File: src/rtl/fetch_stage_pkg.sv
// ============================================================================
//  Module      : cpu_types / types_pkg
//  Description : Shared word type plus fetch-buffer entry and fetch FSM types.
//  Revision    : 1.0 - initial release
// ============================================================================
`default_nettype none

package cpu_types;
    typedef logic [31:0] word_t;
endpackage

package types_pkg;
    import cpu_types::*;

    typedef struct packed {
        word_t instr;
        word_t pc;
        logic  pred_taken;
        word_t pred_target;
    } fetch_entry_t;

    typedef enum logic [1:0] {
        RUN    = 2'd0,
        SQUASH = 2'd1,
        HALTED = 2'd2
    } fetch_state_t;
endpackage

`default_nettype wire

File: src/rtl/fetch_stage_fifo.sv
// ============================================================================
//  Module      : fetch_fifo
//  Description : Registered FIFO of fetch entries with flush; head is presented
//                directly from storage.
//  Revision    : 1.0 - initial release
// ============================================================================
`default_nettype none

module fetch_fifo
    import types_pkg::*;
#(
    parameter int DEPTH = 2
) (
    input  logic                     CLK,
    input  logic                     nRST,
    input  logic                     push,
    input  logic                     pop,
    input  logic                     flush,
    input  fetch_entry_t             din,
    output fetch_entry_t             head,
    output logic                     full,
    output logic                     empty,
    output logic [$clog2(DEPTH):0]   count
);

    localparam int c_PTR_W = $clog2(DEPTH);
    localparam logic [c_PTR_W:0] c_FULL = (c_PTR_W + 1)'(DEPTH);

    fetch_entry_t         r_mem [DEPTH];
    logic [c_PTR_W-1:0]   r_wr_ptr;
    logic [c_PTR_W-1:0]   r_rd_ptr;
    logic [c_PTR_W:0]     r_count;

    // Flush wins over any push or pop in the same cycle.
    always_ff @(posedge CLK or negedge nRST) begin
        if (!nRST) begin
            r_wr_ptr <= '0;
            r_rd_ptr <= '0;
            r_count  <= '0;
            for (int i = 0; i < DEPTH; i++) begin
                r_mem[i] <= '0;
            end
        end else if (flush) begin
            r_wr_ptr <= '0;
            r_rd_ptr <= '0;
            r_count  <= '0;
        end else begin
            if (push) begin
                r_mem[r_wr_ptr] <= din;
                r_wr_ptr        <= r_wr_ptr + 1'b1;
            end
            if (pop) begin
                r_rd_ptr <= r_rd_ptr + 1'b1;
            end
            r_count <= r_count + {{c_PTR_W{1'b0}}, push} - {{c_PTR_W{1'b0}}, pop};
        end
    end

    assign head  = r_mem[r_rd_ptr];
    assign count = r_count;
    assign full  = (r_count == c_FULL);
    assign empty = (r_count == '0);

endmodule

`default_nettype wire

File: src/rtl/fetch_stage.sv
// ============================================================================
//  Module      : fetch_stage
//  Description : Fetch PC owner; drives icache + BTB lookup, buffers tagged
//                instructions toward decode, handles redirect and squash.
//  Revision    : 1.0 - initial release
// ============================================================================
`default_nettype none

module fetch_stage
    import cpu_types::*;
    import types_pkg::*;
#(
    parameter word_t RESET_PC   = 32'h0000_0000,
    parameter int    FIFO_DEPTH = 2
) (
    input  logic        CLK,
    input  logic        nRST,
    output logic        imemREN,
    output logic [31:0] imemaddr,
    input  logic        ihit,
    input  logic [31:0] imemload,
    output logic [31:0] btb_pc_fetch,
    input  logic        btb_hit,
    input  logic        btb_pred_outcome,
    input  logic [31:0] btb_pred_target,
    input  logic        redirect,
    input  logic [31:0] redirect_pc,
    input  logic        halt,
    output logic        dec_valid,
    input  logic        dec_ready,
    output logic [31:0] dec_instr,
    output logic [31:0] dec_pc,
    output logic        dec_pred_taken,
    output logic [31:0] dec_pred_target
);

    localparam int               c_CNT_W = $clog2(FIFO_DEPTH) + 1;
    localparam logic [c_CNT_W-1:0] c_DEPTH = c_CNT_W'(FIFO_DEPTH);

    fetch_state_t        r_state, w_state_nxt;
    word_t               r_pc, w_pc_nxt;
    word_t               r_saved_pc, w_saved_nxt;
    logic                r_started;
    logic                w_push, w_pop, w_flush;
    logic                w_full, w_empty;
    logic [c_CNT_W-1:0]  w_count;
    word_t               w_redirect_pc;
    logic                w_taken;
    fetch_entry_t        w_din, w_head;

    assign w_redirect_pc = redirect_pc & ~32'd3;
    assign w_taken       = btb_hit & btb_pred_outcome;
    assign w_din         = '{instr: imemload, pc: r_pc, pred_taken: w_taken,
                             pred_target: btb_pred_target};

    // r_started clears asynchronously so the request drops the instant reset
    // asserts, without using the reset net as combinational logic.
    always_ff @(posedge CLK or negedge nRST) begin
        if (!nRST) begin
            r_state    <= RUN;
            r_pc       <= RESET_PC;
            r_saved_pc <= RESET_PC;
            r_started  <= 1'b0;
        end else begin
            r_state    <= w_state_nxt;
            r_pc       <= w_pc_nxt;
            r_saved_pc <= w_saved_nxt;
            r_started  <= 1'b1;
        end
    end

    always_comb begin
        w_state_nxt = r_state;
        w_pc_nxt    = r_pc;
        w_saved_nxt = r_saved_pc;
        imemREN     = 1'b0;
        w_push      = 1'b0;
        w_flush     = 1'b0;
        case (r_state)
            RUN: begin
                imemREN = r_started & (w_count < c_DEPTH);
                if (redirect) begin
                    w_flush = 1'b1;
                    if (imemREN && !ihit) begin
                        w_saved_nxt = w_redirect_pc;
                        w_state_nxt = SQUASH;
                    end else begin
                        w_pc_nxt = w_redirect_pc;
                    end
                end else begin
                    if (imemREN && ihit && !w_full) begin
                        w_push   = 1'b1;
                        w_pc_nxt = w_taken ? btb_pred_target : r_pc + 32'd4;
                    end
                    if (halt && (!imemREN || ihit)) begin
                        w_state_nxt = HALTED;
                    end
                end
            end
            SQUASH: begin
                // Address held on the stale pc until the icache completes it.
                imemREN = 1'b1;
                if (redirect) begin
                    w_flush     = 1'b1;
                    w_saved_nxt = w_redirect_pc;
                end
                if (ihit) begin
                    w_pc_nxt    = redirect ? w_redirect_pc : r_saved_pc;
                    w_state_nxt = RUN;
                end
            end
            HALTED: begin
                imemREN = 1'b0;
            end
            default: begin
                w_state_nxt = RUN;
            end
        endcase
    end

    assign imemaddr     = r_pc;
    assign btb_pc_fetch = r_pc;

    assign w_pop     = !w_empty & dec_ready;
    assign dec_valid = !w_empty;

    fetch_fifo #(
        .DEPTH (FIFO_DEPTH)
    ) u_fifo (
        .CLK   (CLK),
        .nRST  (nRST),
        .push  (w_push),
        .pop   (w_pop),
        .flush (w_flush),
        .din   (w_din),
        .head  (w_head),
        .full  (w_full),
        .empty (w_empty),
        .count (w_count)
    );

    assign dec_instr       = w_head.instr;
    assign dec_pc          = w_head.pc;
    assign dec_pred_taken  = w_head.pred_taken;
    assign dec_pred_target = w_head.pred_target;

endmodule

`default_nettype wire

File: config.mk
export PLATFORM = sky130hd
export DESIGN_NAME = fetch_stage
export DESIGN_NICKNAME = d
export VERILOG_FILES = /design/src/rtl/fetch_stage_pkg.sv /design/src/rtl/fetch_stage_fifo.sv /design/src/rtl/fetch_stage.sv
export SDC_FILE = /design/constraint.sdc
export NUM_CORES = 1
export LEC_CHECK = 0
export ABC_AREA = 1
export BUFFER_PORTS_ARGS = -buffer_cell sky130_fd_sc_hd__buf_2
export CORE_MARGIN = 1.5
export CORE_UTILIZATION = 45
export CTS_BUF_LIST = sky130_fd_sc_hd__clkbuf_4 sky130_fd_sc_hd__clkbuf_8 sky130_fd_sc_hd__clkbuf_16
export CTS_CLUSTER_SIZE = 25
export DETAILED_ROUTE_END_ITERATION = 7
export PLACE_DENSITY = 0.67
export SYNTH_ARGS = -nofsm -noshare
export SYNTH_HDL_FRONTEND = slang
export SYNTH_SLANG_ARGS = --single-unit
File: constraint.sdc
create_clock -name CLK -period 2 [get_ports CLK]
set_input_delay 0.3 -clock CLK [delete_from_list [all_inputs] [get_ports CLK]]
set_output_delay 0.3 -clock CLK [all_outputs]
set_load 0.005 [all_outputs]
# After elaboration in Yosys (flattened, before gate mapping)
# Index checks and enable logic that the tools add are counted.
[word_totals] mem_bits_ro=0 ramBits=0 register_bits=265 latchBits=0 inputBits=104 n_memories=0 output_inout_bits=163
[classes] eq_ne=10 n_bitwise=7 addsub=5 n_reduce_logical=20 div=0 mul=0 order_cmp=4 muxes=32 shifts=0
[ops] cell="$mux W97" count=4
[ops] cell="$mux W32" count=8
[ops] cell="$bwmux W194" count=1
[ops] cell="$pmux W32 S2" count=2
[ops] cell="$demux W97 S1" count=1
[ops] cell="$add A32 B3 Y32 const B" count=1
[ops] cell="$ne A3 B3 Y1 const B" count=4
[ops] cell="$mux W2" count=5
[ops] cell="$mux W1" count=9
[ops] cell="$reduce_and A4 Y1" count=2
[ops] cell="$ne A2 B2 Y1 const B" count=3
[ops] cell="$pmux W2 S3" count=1
[ops] cell="$reduce_bool A2 Y1" count=3
[ops] cell="$logic_and A1 B1 Y1" count=5
[ops] cell="$eq A2 B2 Y1 const B" count=2
[ops] cell="$ge A2 B2 Y1 const B" count=2
[ops] cell="$logic_not A1 Y1" count=4
[ops] cell="$logic_not A2 Y1" count=2
[ops] cell="$not A1 Y2" count=2
[ops] cell="$and A1 B1 Y1" count=3
[ops] cell="$reduce_and A3 Y1" count=1
[ops] cell="$add A1 B1 Y1 const B" count=2
[ops] cell="$add A2 B1 Y2" count=1
[ops] cell="$eq A2 B1 Y1 const B" count=1
[ops] cell="8 further kinds" count=9

# Longest topological paths before layout
# Gate-level depths: netlist of the first run.
[logic_depth] ltp_word=10 ltp_mapped=12 depth_no_buf=12

# Modules after synthesis
# Synthesis of the first run repeated with hierarchy kept, for this count alone.
[unflattened] cells_unflattened=1543 area_unflattened_um2=13275.2
[modules_own_cells] mod="fetch_fifo" instances=1 cells_per_inst=857 area_per_inst_um2=8632.0 seq_area_each_um2=4954.8
[modules_own_cells] mod="fetch_stage" instances=1 cells_per_inst=686 area_per_inst_um2=4643.2 seq_area_each_um2=1676.6

# Worst setup path after synthesis of the first run
# OpenSTA, ideal clock, no wires.
[synth_path] kind="register to register" from="reg r_state[1]" to="reg u_fifo.r_count[1], in the netlist u_fifo.count[1]" setup_slack_ns=0.327 path_stages_with_launch=10 synth_period_minus_slack_ns=1.673 arrival_ns=1.550 required_time_ns=1.877 cell_sequence="dfrtp_1 nor3_2 inv_2 nor2_2 inv_2 ha_1 inv_1 ha_1 xor2_1 nor2_1"
[synth_via] elab_chain_len=5 elab_cells_between_ends=8 classes_between="2 x add/sub; 1 x eq/ne; 3 x mux; 2 x reduce/logical"
[synth_lines] item="from (decl)" line="fetch_stage.sv:40" source="fetch_state_t r_state, w_state_nxt;"
[synth_lines] item="from (signal assigned)" line="fetch_stage.sv:65" source="r_state <= w_state_nxt;"
[synth_lines] item="$logic_not A2 Y1" line="fetch_stage.sv:79" source="case (r_state)"
[synth_lines] item="$mux W1" line="fetch_stage.sv:79"
[synth_lines] item="$add A2 B1 Y2" line="fetch_stage_fifo.sv:55" source="r_count <= r_count + {{c_PTR_W{1'b0}}, push} - {{c_PTR_W{1'b0}}, pop};"
[synth_lines] item="$sub A2 B1 Y2" line="fetch_stage_fifo.sv:55"
[synth_lines] item="$mux W2 *" line="fetch_stage_fifo.sv:43" source="end else if (flush) begin"
[synth_lines] item="to (signal assigned)" line="fetch_stage_fifo.sv:55"
[synth_lines] item="to (decl)" line="fetch_stage_fifo.sv:32" source="logic [c_PTR_W:0] r_count;"
# Mark *: on every way between the ends. The rest lies on a longest branch, timed or not.
# A chain may end at the register's enable or synchronous reset.

# Final worst setup path of the first run
[layout_path] from="reg u_fifo.r_rd_ptr" to="out dec_pred_taken"
[layout_via] elab_chain_len=4
[layout_lines] item="from (decl)" line="fetch_stage_fifo.sv:31" source="logic [c_PTR_W-1:0] r_rd_ptr;"
[layout_lines] item="from (signal assigned)" line="fetch_stage_fifo.sv:53" source="r_rd_ptr <= r_rd_ptr + 1'b1;"
[layout_lines] item="$not A1 Y2 (implied by the code)" line="fetch_stage_fifo.sv:59" source="assign head = r_mem[r_rd_ptr];"
[layout_lines] item="$mux W97 (implied by the code) (3 in series)" line="fetch_stage_fifo.sv:59"
[layout_lines] item="to (decl)" line="fetch_stage.sv:33" source="output logic dec_pred_taken,"
# No other way between the ends. The select of a mux whose other input is x is not followed.

==> impl_metrics.py, run 1 <==
metrics = {
    "worst_setup_path": {
        "slowest_stage": "dfrtp_4",
        "cp_data_required_time_ns": 1.70,
        "worst_path_most_repeated_cell": "nand2_1",
        "crit_fanout": 11,
        "critPathKind": "flop to output port",
        "cp-end-kind": "output port",
        "timing.rr.start": "btb_pc_fetch[14]",
        "startpoint": "u_fifo.r_rd_ptr",
        "rr_worst_depth": 10,
        "path_cells": "clkinv_8, clkbuf_16, nand2_1, nand2_1, buf_2",
        "reg2reg_to": "btb_pc_fetch[31]",
        "slowest_delay_ns": 0.54,
        "crit_end": "dec_pred_taken",
        "r2r_setup_slack_ns": 0.12,
        "start_kind": "flop",
        "worstPathArrival_ns": 1.69,
    },
    "floorplan": {
        "core_region_area_um2": 28940,
        "pin_count": 267,
        "die_area_um2": 30700,
        "die_h_um": 175.2,
        "start_util_pct": 46.13,
        "row_count": 62,
        "die_w_um": 175.2,
    },
    "route": {
        "first_pass_iters": 7,
        "wirelength_um": 40080,
        "vias": 12203,
        "wl_per_cell_um": 16.83,
        "antenna_left": 0,
        "drt_iter0_markers": 998,
        "drc_errors": 0,
        "viasPerCell": 5.125,
    },
    "sta": {
        "hold_viol_final": 0,
        "fin_crit_sh_pct": 99.56,
        "max_freq_mhz": 502.2,
        "rsz0062_at_grt": "true",
        "fin_setup_tns_ns": 0,
        "worst_slew_pin_slew_ns": 0.5456,
        "finalMaxSlewViolations": 0,
        "clock_skew_ns": 0.02037,
        "relSlewSlack_pct": 63.63,
        "min_period_ns": 1.991,
        "setup_viol": 0,
        "hold_slack_ns": 0.01277,
    },
    "place": {
        "dp_hpwl_um": 27480,
        "place.gp.congestion": 0.9101,
        "port_buffers": 264,
        "place_inst": 2286,
    },
    "clocking": {
        "clk-insertion-delay-late_ns": 0.55,
        "clock-sinks": 265,
        "clk_pin_slew_ns": 0.06,
        "root_buffer": "clkbuf_16",
        "numCtsBuffers": 29,
        "cts_tree": "yes",
        "h-tree-depth": 1,
        "ctsLongestPathBuffers": 3,
    },
    "job": {
        "cap_violations": 0,
    },
    "global_routing": {
        "grt_max_degree": 61,
        "grt_pass1_wl_um": 61380,
        "grt_usage_pct": 25.23,
        "grt_pass1_vias": 11381,
        "antenna_found_initial": 2,
        "grt_overflow": 0,
    },
    "finish": {
        "drive_gt1_share_pct": 25.71,
        "multiInputGateArea_um2": 5500,
        "nets": 2080,
        "stdcell_count": 2381,
        "fillers": 2621,
        "regArea_um2": 6635,
        "area_growth_pct": 24.87,
    },
    "yosys": {
        "syn_nets": 1811,
        "synth_top_area_share_pct": 49.69,
        "synth_area_um2": 13350,
        "yosysWarningCount": 0,
        "synth_cells": 1704,
        "synth_top_area_cell": "dfrtp_1",
        "ys_seq_area_share_pct": 49.69,
        "ys.flop_type": "dfrtp_1",
        "ys_types": 37,
        "ys_seq_elements": 265,
        "synth.avg_cell_area_um2": 7.832,
        "async_flop_share_pct": 100.0,
        "yosys-top-cells-area": "dfrtp_1, nand2_1, o21ai_0, o21ai_2, inv_1",
        "synth_edf_count": 0,
    },
    "pwr": {
        "p_leak_nw": 8.925,
        "powerDensity_nw_per_um2": 1505,
        "peakVddDrop_mv": 0.8012,
    },
    "min_path": {
        "min-delay-start": "redirect_pc[6]",
        "hp-class": "input pin to flop",
    },
    "run_status": {
        "status": "completed",
    },
}
## registers in the layout, summed over array words and instances (netlist names)
name             count
u_fifo.count         2
u_fifo.r_mem       194
r_started            1
u_fifo.r_wr_ptr      1
r_state              2
u_fifo.r_rd_ptr      1
btb_pc_fetch        32
r_saved_pc          32
## worst min-delay path by stage
| stage | to | slack [ns] | cells past startpoint |
|---|---|---|---|
| CTS | u_fifo.r_mem[71] | 0.0003 | 3 |
| finish | r_saved_pc[6] | 0.01 | 3 |
| global placement | u_fifo.r_mem[77] | 0.30 | 1 |
| global route | u_fifo.r_mem[95] | 0.009 | 3 |
| detailed placement | u_fifo.r_mem[169] | 0.30 | 1 |
| floorplan | btb_pc_fetch[0] | 0.004 | 0 |
## cells in the final DEF, fill, tap and decap left out, drive strengths merged, types with 8 or more instances in the layout
cell type / count
o211ai: 9
a22o: 8
clkbuf: 49
a22oi: 16
a21oi: 44
nand2: 683
inv: 149
nand3: 32
dlygate4sd3: 29
dfrtp: 265
a211oi: 8
nor2: 80
buf: 326
o21ai: 259
## cell usage after synthesis (3+ instances only)
| cell type | count |
|---|---|
| dfrtp_1 | 265 |
| buf_1 | 6 |
| o211ai_1 | 9 |
| inv_1 | 138 |
| o21ai_0 | 160 |
| nand2_1 | 680 |
| ha_1 | 3 |
| a211oi_1 | 8 |
| clkbuf_1 | 40 |
| nor2_2 | 4 |
| a21oi_1 | 44 |
| buf_2 | 21 |
| xor2_1 | 7 |
| o21ai_2 | 71 |
| buf_6 | 19 |
| inv_2 | 10 |
| a31oi_1 | 4 |
| a22oi_1 | 16 |
| buf_4 | 36 |
| o21ai_1 | 28 |
| a22o_1 | 8 |
| nand3_1 | 32 |
| nor2_1 | 75 |
## critical path, delay by kind of cell, from the launching register on
kind / cells / cell delay [ns]
buffers and inverters: 3 / 0.47
flip-flops: 1 / 0.54
AND/OR/NAND/NOR: 2 / 0.12
## routing by layer
layer	vias up	wire [um]	GRT usage, %
met2	461	18870	40.76
met3	63	2673	2.654
li1	5923	-	-
met1	5756	17480	35.88
met5	-	0	0
met4	0	1057	7.585
## power breakdown
part	switching [mW]	internal, mW
logic	5.94	4.34
clock network	2.15	3.25
registers	1.66	7.73
total	9.76	15.3
## kinds of logic (layout without fill, tap and decap cells)
| logic type | after synthesis | after routing | share of synthesized area [%] |
|---|---|---|---|
| AND/OR/NAND/NOR | 801 | 801 | 23.21 |
| AO/OA/AOI/OAI | 354 | 354 | 16.30 |
| buffers and inverters | 271 | 562 | 9.900 |
| flip-flops | 265 | 265 | 49.69 |
| XOR/XNOR | 9 | 9 | 0.5906 |
| adder cells (fa/ha/maj) | 3 | 3 | 0.2813 |
| other | 1 | 3 | 0.02810 |
## cell type report
type                       count  share of cell area [%]
antenna                        2                 0.03003
clock buffer                  45                   5.225
clock inverter                 8                  0.5931
inverter                     149                   3.461
multi-input combinational   1168                   33.00
sequential                   265                   39.81
tap                          384                   2.883
timing repair buffer         359                   14.94
timing repair inverter         1                 0.05255
## what timing repair did
| action | 4_1_cts | 5_1_grt |
|---|---|---|
| buffers inserted | 0 | 4 |
| gates cloned | 1 | 6 |
| pin swaps | 0 | 1 |
| setup endpoints to repair | 80 | 112 |
| endpoints found under the hold margin | 81 | 0 |
| hold buffers | 29 | 0 |
| gates resized for setup | 3 | 49 |
## through the flow
| step | setup slack, ns | utilization [%] | area (um^2) | power (mW) |
|---|---|---|---|---|
| 4_1_cts | -0.06286 | 56.53 | 16360 | 24.50 |
| 3_5_place_dp | 0.09429 | 52.02 | 15050 | 18.86 |
| 2_1_floorplan | 0.3267 | - | 13350 | 15.00 |
| 6_report | 0.008865 | 57.60 | 16670 | 25.08 |
| 3_3_place_gp | 0.1234 | 52.02 | 15050 | 18.59 |
| 5_1_grt | -0.04693 | 57.60 | 16670 | 26.90 |
No activity file was read; power rests on OpenSTA's default activity.
==> run 2, diff against run 1 <==
- CORE_MARGIN: 1.5 -> not set
- PLACE_DENSITY: 0.67 -> not set
- PLACE_DENSITY_LB_ADDON: not set -> 0.3
==> run 2 against run 1 <==
The run now ends with negative setup slack left. Clock skew is 0.010 ns lower. Critical path depth is the same. Cell count is 0.42% lower. Combinational power hardly changed. Via count fell by 0.25%.
==> impl_metrics.py, run 2 (synthesized netlist as in run 1, its figures left out) <==
metrics = {
    "pwr": {
        "switching_power_mw": 9.971,
        "p_int_mw": 15.23,
        "swShare_pct": 39.56,
        "peakVddDrop_mv": 1.002,
        "power_frac_comb_pct": 42.1,
        "powerDensity_nw_per_um2": 1518,
        "pwr-share-clk_pct": 20.8,
        "p_leak_nw": 8.882,
        "power.share.sequential_pct": 37.1,
    },
    "global_routing": {
        "antenna_found_initial": 4,
        "grt_pass1_vias": 11201,
        "grt_pass1_wl_um": 61800,
        "grt_usage_pct": 25.84,
        "grt_overflow": 0,
        "grt_max_degree": 68,
    },
    "route": {
        "wl_per_cell_um": 17.38,
        "drt_iter0_markers": 1114,
        "viasPerCell": 5.134,
        "antenna_left": 0,
        "drc_errors": 0,
        "first_pass_iters": 5,
        "vias": 12172,
        "wirelength_um": 41200,
    },
    "sta": {
        "hold_slack_ns": 0.005952,
        "relSlewSlack_pct": 60.68,
        "rsz0062_at_grt": "true",
        "finalMaxSlewViolations": 0,
        "setup_viol": 15,
        "max_freq_mhz": 494.5,
        "fin_setup_tns_ns": -0.1507,
        "fin_crit_sh_pct": 101.1,
        "worst_slew_pin_slew_ns": 0.5884,
        "clock_skew_ns": 0.01034,
        "min_period_ns": 2.022,
        "hold_viol_final": 0,
        "fin_ws_ns": -0.02232,
    },
    "place": {
        "port_buffers": 264,
        "place.gp.congestion": 0.9308,
        "post-place-ws_ns": 0.09067,
        "dp_hpwl_um": 26530,
    },
    "worst_setup_path": {
        "cp-end-kind": "output port",
        "rr_worst_depth": 9,
        "crit_fanout": 12,
        "critPathKind": "flop to output port",
        "worstPathArrival_ns": 1.72,
        "cp_data_required_time_ns": 1.70,
        "start_kind": "flop",
    },
    "finish": {
        "nets": 2070,
        "largest_register": "u_fifo.r_mem",
        "area_growth_pct": 24.41,
        "finish.utilization_pct": 57.39,
        "fillers": 2709,
        "final_common_cell": "nand2_1",
        "largest_register_ffs": 194,
        "layout_common_cells": "nand2_1, buf_2, dfrtp_1",
        "drive_gt1_share_pct": 24.70,
    },
    "run_status": {
        "status": "finished with violations",
        "violations": "negative setup slack",
    },
    "job": {
        "cap_violations": 0,
    },
    "min_path": {
        "hp-class": "input pin to flop",
        "min_path_cells": 3,
    },
    "clocking": {
        "h-tree-depth": 1,
        "clk_pin_slew_ns": 0.06,
        "clock-sinks": 265,
        "numCtsBuffers": 29,
        "ctsLongestPathBuffers": 3,
        "cts_tree": "yes",
        "clk-insertion-delay-late_ns": 0.55,
        "root_buffer": "clkbuf_16",
    },
    "floorplan": {
        "die_area_um2": 30350,
        "die_w_um": 174.2,
        "die_h_um": 174.2,
        "start_util_pct": 46.13,
        "row_count": 62,
        "core_region_area_um2": 28940,
        "pin_count": 267,
    },
}
==> run 2: cell count changes in the layout (fill, tap and decap cells not counted), moves of 3 or more <==
cell      delta
nand2_1     +16
buf_4       -11
clkbuf_8     +5
clkbuf_4     -8
buf_16       +3
nand2_2     -16
==> run 2: worst paths after layout <==
path | slack [ns] | startpoint | to
max | -0.02 | u_fifo.r_rd_ptr | dec_pc[5]
min | 0.006 | redirect_pc[7] | r_saved_pc[7]
max reg2reg | 0.10 | u_fifo.count[1] | u_fifo.count[1]
min reg2reg | 0.47 | r_saved_pc[19] | r_saved_pc[19]
max in group asynchronous | 1.03 | nRST | u_fifo.r_mem[54]
min in group asynchronous | 0.28 | nRST | u_fifo.r_mem[77]
==> run 2: power groups by stage <==
stage	sequential (mW)	combinational (mW)	clock [mW]
final	9.35	10.6	5.24
after global routing	9.64	11.8	5.55
after CTS	9.30	10.1	5.34
after detailed placement	9.35	9.46	0
after global placement	9.25	9.29	0
after floorplan	8.99	6.01	0
==> run 2: stage by stage <==
step / std cells / total power [mW] / cell area, um^2
after floorplan: 1704 / 15.00 / 13350
final: 2371 / 25.21 / 16600
after global routing: 2370 / 27.02 / 16600
after global placement: 2276 / 18.54 / 14990
after CTS: 2361 / 24.69 / 16390
after detailed placement: 2276 / 18.81 / 14990
==> run 2: layer usage <==
metal | share of wire (%) | up-vias | GRT usage (%)
li1 | - | 5898 | -
met2 | 48 | 424 | 43.23
met3 | 6.0 | 52 | 3.368
met1 | 44 | 5796 | 35.86
met5 | 0.027 | - | 0
met4 | 2.1 | 2 | 5.373
==> run 2: layout make-up <==
cell class | count | area, um^2 | area share, %
antenna | 3 | 7.507 | 0.04521
clock buffer | 42 | 879.6 | 5.297
clock inverter | 10 | 66.31 | 0.3994
inverter | 149 | 576.8 | 3.474
multi-input combinational | 1168 | 5477 | 32.98
sequential | 265 | 6638 | 39.97
tap | 384 | 480.5 | 2.894
timing repair buffer | 350 | 2480 | 14.93
==> run 2: critical path: stages, from the launching register on <==
cell and delay, ns:
dfrtp_4 0.54, buf_8 0.18, clkbuf_16 0.20, nand2_1 0.07, nand2_1 0.05, buf_2 0.13
==> run 2: repair_timing <==
| action | CTS | global route |
|---|---|---|
| gates resized for setup | 11 | 28 |
| hold buffers | 27 | 0 |
| endpoints found under the hold margin | 79 | 0 |
| pin swaps | 0 | 3 |
| buffers inserted | 2 | 1 |
| setup endpoints to repair | 98 | 99 |
| gates cloned | 4 | 7 |
==> run 3, diff against run 2 <==
- CTS_BUF_LIST: sky130_fd_sc_hd__clkbuf_4 sky130_fd_sc_hd__clkbuf_8 sky130_fd_sc_hd__clkbuf_16 -> not set
==> run 3 against run 2 <==
The flow still finishes with violations (negative setup slack). Sequential cell count unchanged. Clock skew about the same. First-iteration DRC count down 3.6%. Clock power down 1%. Non-clock buffer count unchanged. Worst hold slack about the same. Global-route usage about the same. Register-to-register slack about the same. Power up 0.32%. Combinational power about the same. Highest routed layer unchanged.
==> impl_metrics.py, run 3 (synthesized netlist as in run 1, its figures left out) <==
metrics = {
    "clocking": {
        "root_buffer": "clkbuf_16",
        "numCtsBuffers": 29,
        "cts_tree": "yes",
        "ctsLongestPathBuffers": 3,
        "clk_pin_slew_ns": 0.06,
        "h-tree-depth": 1,
        "clock-sinks": 265,
        "clk-insertion-delay-late_ns": 0.55,
    },
    "worst_setup_path": {
        "path_cells": "buf_8, clkbuf_16, nand2_1, nand2_1, buf_2",
        "slowest_stage": "dfrtp_4",
        "cp-end-kind": "output port",
        "cp_data_required_time_ns": 1.70,
        "crit_fanout": 12,
        "slowest_delay_ns": 0.54,
        "worst_path_most_repeated_cell": "nand2_1",
        "critPathKind": "flop to output port",
        "start_kind": "flop",
        "worstPathArrival_ns": 1.72,
    },
    "pwr": {
        "powerDensity_nw_per_um2": 1520,
        "p_leak_nw": 8.881,
        "swShare_pct": 39.77,
        "power_mw": 25.28,
        "power.share.sequential_pct": 37.1,
        "power_frac_comb_pct": 42.4,
        "peakVddDrop_mv": 1.003,
        "switching_power_mw": 10.05,
        "p_int_mw": 15.23,
        "pwr-share-clk_pct": 20.5,
    },
    "global_routing": {
        "grt_max_degree": 68,
        "grt_usage_pct": 25.85,
        "grt_overflow": 0,
        "grt_pass1_vias": 11214,
        "grt_pass1_wl_um": 61800,
        "antenna_found_initial": 4,
    },
    "finish": {
        "stdcell_count": 2371,
        "largest_register": "u_fifo.r_mem",
        "finish.utilization_pct": 57.49,
        "drive_gt1_share_pct": 25.05,
        "final_common_cell": "nand2_1",
        "nets": 2070,
        "largest_register_ffs": 194,
        "area_growth_pct": 24.64,
        "layout_common_cells": "nand2_1, buf_2, dfrtp_1",
    },
    "place": {
        "place_inst": 2276,
        "place.gp.congestion": 0.9308,
        "port_buffers": 264,
        "dp_hpwl_um": 26530,
    },
    "run_status": {
        "violations": "negative setup slack",
        "status": "finished with violations",
    },
    "min_path": {
        "hp-class": "input pin to flop",
    },
    "sta": {
        "hold_slack_ns": 0.006103,
        "relSlewSlack_pct": 57.80,
        "fin_ws_ns": -0.02201,
        "min_period_ns": 2.022,
        "fin_crit_sh_pct": 101.1,
        "hold_viol_final": 0,
        "max_freq_mhz": 494.6,
        "setup_viol": 23,
        "rsz0062_at_grt": "true",
        "finalMaxSlewViolations": 0,
        "worst_slew_pin_slew_ns": 0.6315,
        "clock_skew_ns": 0.01071,
    },
    "floorplan": {
        "start_util_pct": 46.13,
        "die_h_um": 174.2,
        "pin_count": 267,
        "core_region_area_um2": 28940,
        "row_count": 62,
        "die_w_um": 174.2,
        "die_area_um2": 30350,
    },
    "route": {
        "first_pass_iters": 5,
        "wirelength_um": 41410,
        "vias": 12214,
        "drt_iter0_markers": 1074,
        "wl_per_cell_um": 17.46,
        "viasPerCell": 5.151,
        "antenna_left": 0,
        "drc_errors": 0,
    },
    "job": {
        "cap_violations": 0,
    },
}
[run 3: changes by cell type in the layout (fill, tap and decap cells not counted), sizes merged]
cell	change
buf	-1
clkbuf	+1
[run 3: worst max-delay path: cells and delay by family (launching register included)]
kind / cells / cell delay (ns)
buffers and inverters: 3 / 0.50
AND/OR/NAND/NOR: 2 / 0.12
flip-flops: 1 / 0.54
[run 3: cell type report]
| cell class | count | area (um^2) |
|---|---|---|
| Timing Repair Buffer | 350 | 2497 |
| Inverter | 149 | 576.8 |
| Clock buffer | 42 | 864.6 |
| Clock inverter | 10 | 66.31 |
| Sequential cell | 265 | 6638 |
| Fill cell | 2704 | 12300 |
| Tap cell | 384 | 480.5 |
| Multi-Input combinational cell | 1168 | 5504 |
| Antenna cell | 3 | 7.507 |
[run 3: path summary, 6_finish.rpt]
check | startpoint | endpoint | slack [ns] | cells after the start
max | u_fifo.r_rd_ptr | dec_pc[5] | -0.02 | 5
min | redirect_pc[7] | r_saved_pc[7] | 0.006 | 3
max reg2reg | u_fifo.count[1] | u_fifo.count[1] | 0.09 | 9
min reg2reg | r_saved_pc[20] | r_saved_pc[20] | 0.47 | 2
max in group asynchronous | nRST | u_fifo.r_mem[116] | 1.03 | 3
min in group asynchronous | nRST | u_fifo.r_mem[77] | 0.28 | 2
[run 3: power by group through the flow]
stage	combinational (mW)	sequential [mW]	clock (mW)
floorplan	6.01	8.99	0
global placement	9.29	9.25	0
detailed placement	9.46	9.35	0
CTS	10.1	9.30	5.28
global route	11.9	9.66	5.50
finish	10.7	9.37	5.19
[run 3: metrics by stage]
step / worst slack [ns] / cell area [um^2] / setup TNS, ns
2_1_floorplan: 0.3267 / 13350 / 0
6_report: -0.02201 / 16630 / -0.2008
5_1_grt: -0.07501 / 16630 / -3.353
4_1_cts: -0.04971 / 16370 / -1.663
3_3_place_gp: 0.1172 / 14990 / 0
3_5_place_dp: 0.09067 / 14990 / 0
[run 3: metal layers]
layer,GRT usage [%],wire (um)
met5,0,11
met3,3.281,2539
met1,35.93,18170
met2,43.21,19780
met4,5.409,905
[run 3: what timing repair did]
action                     in CTS  in global routing
hold buffers                   27                  0
cloned                          4                  8
hold endpoints to repair       79                  0
setup endpoints to repair      98                 97
setup buffers                   2                  0
resized for setup              11                 39
pin swaps                       0                  3
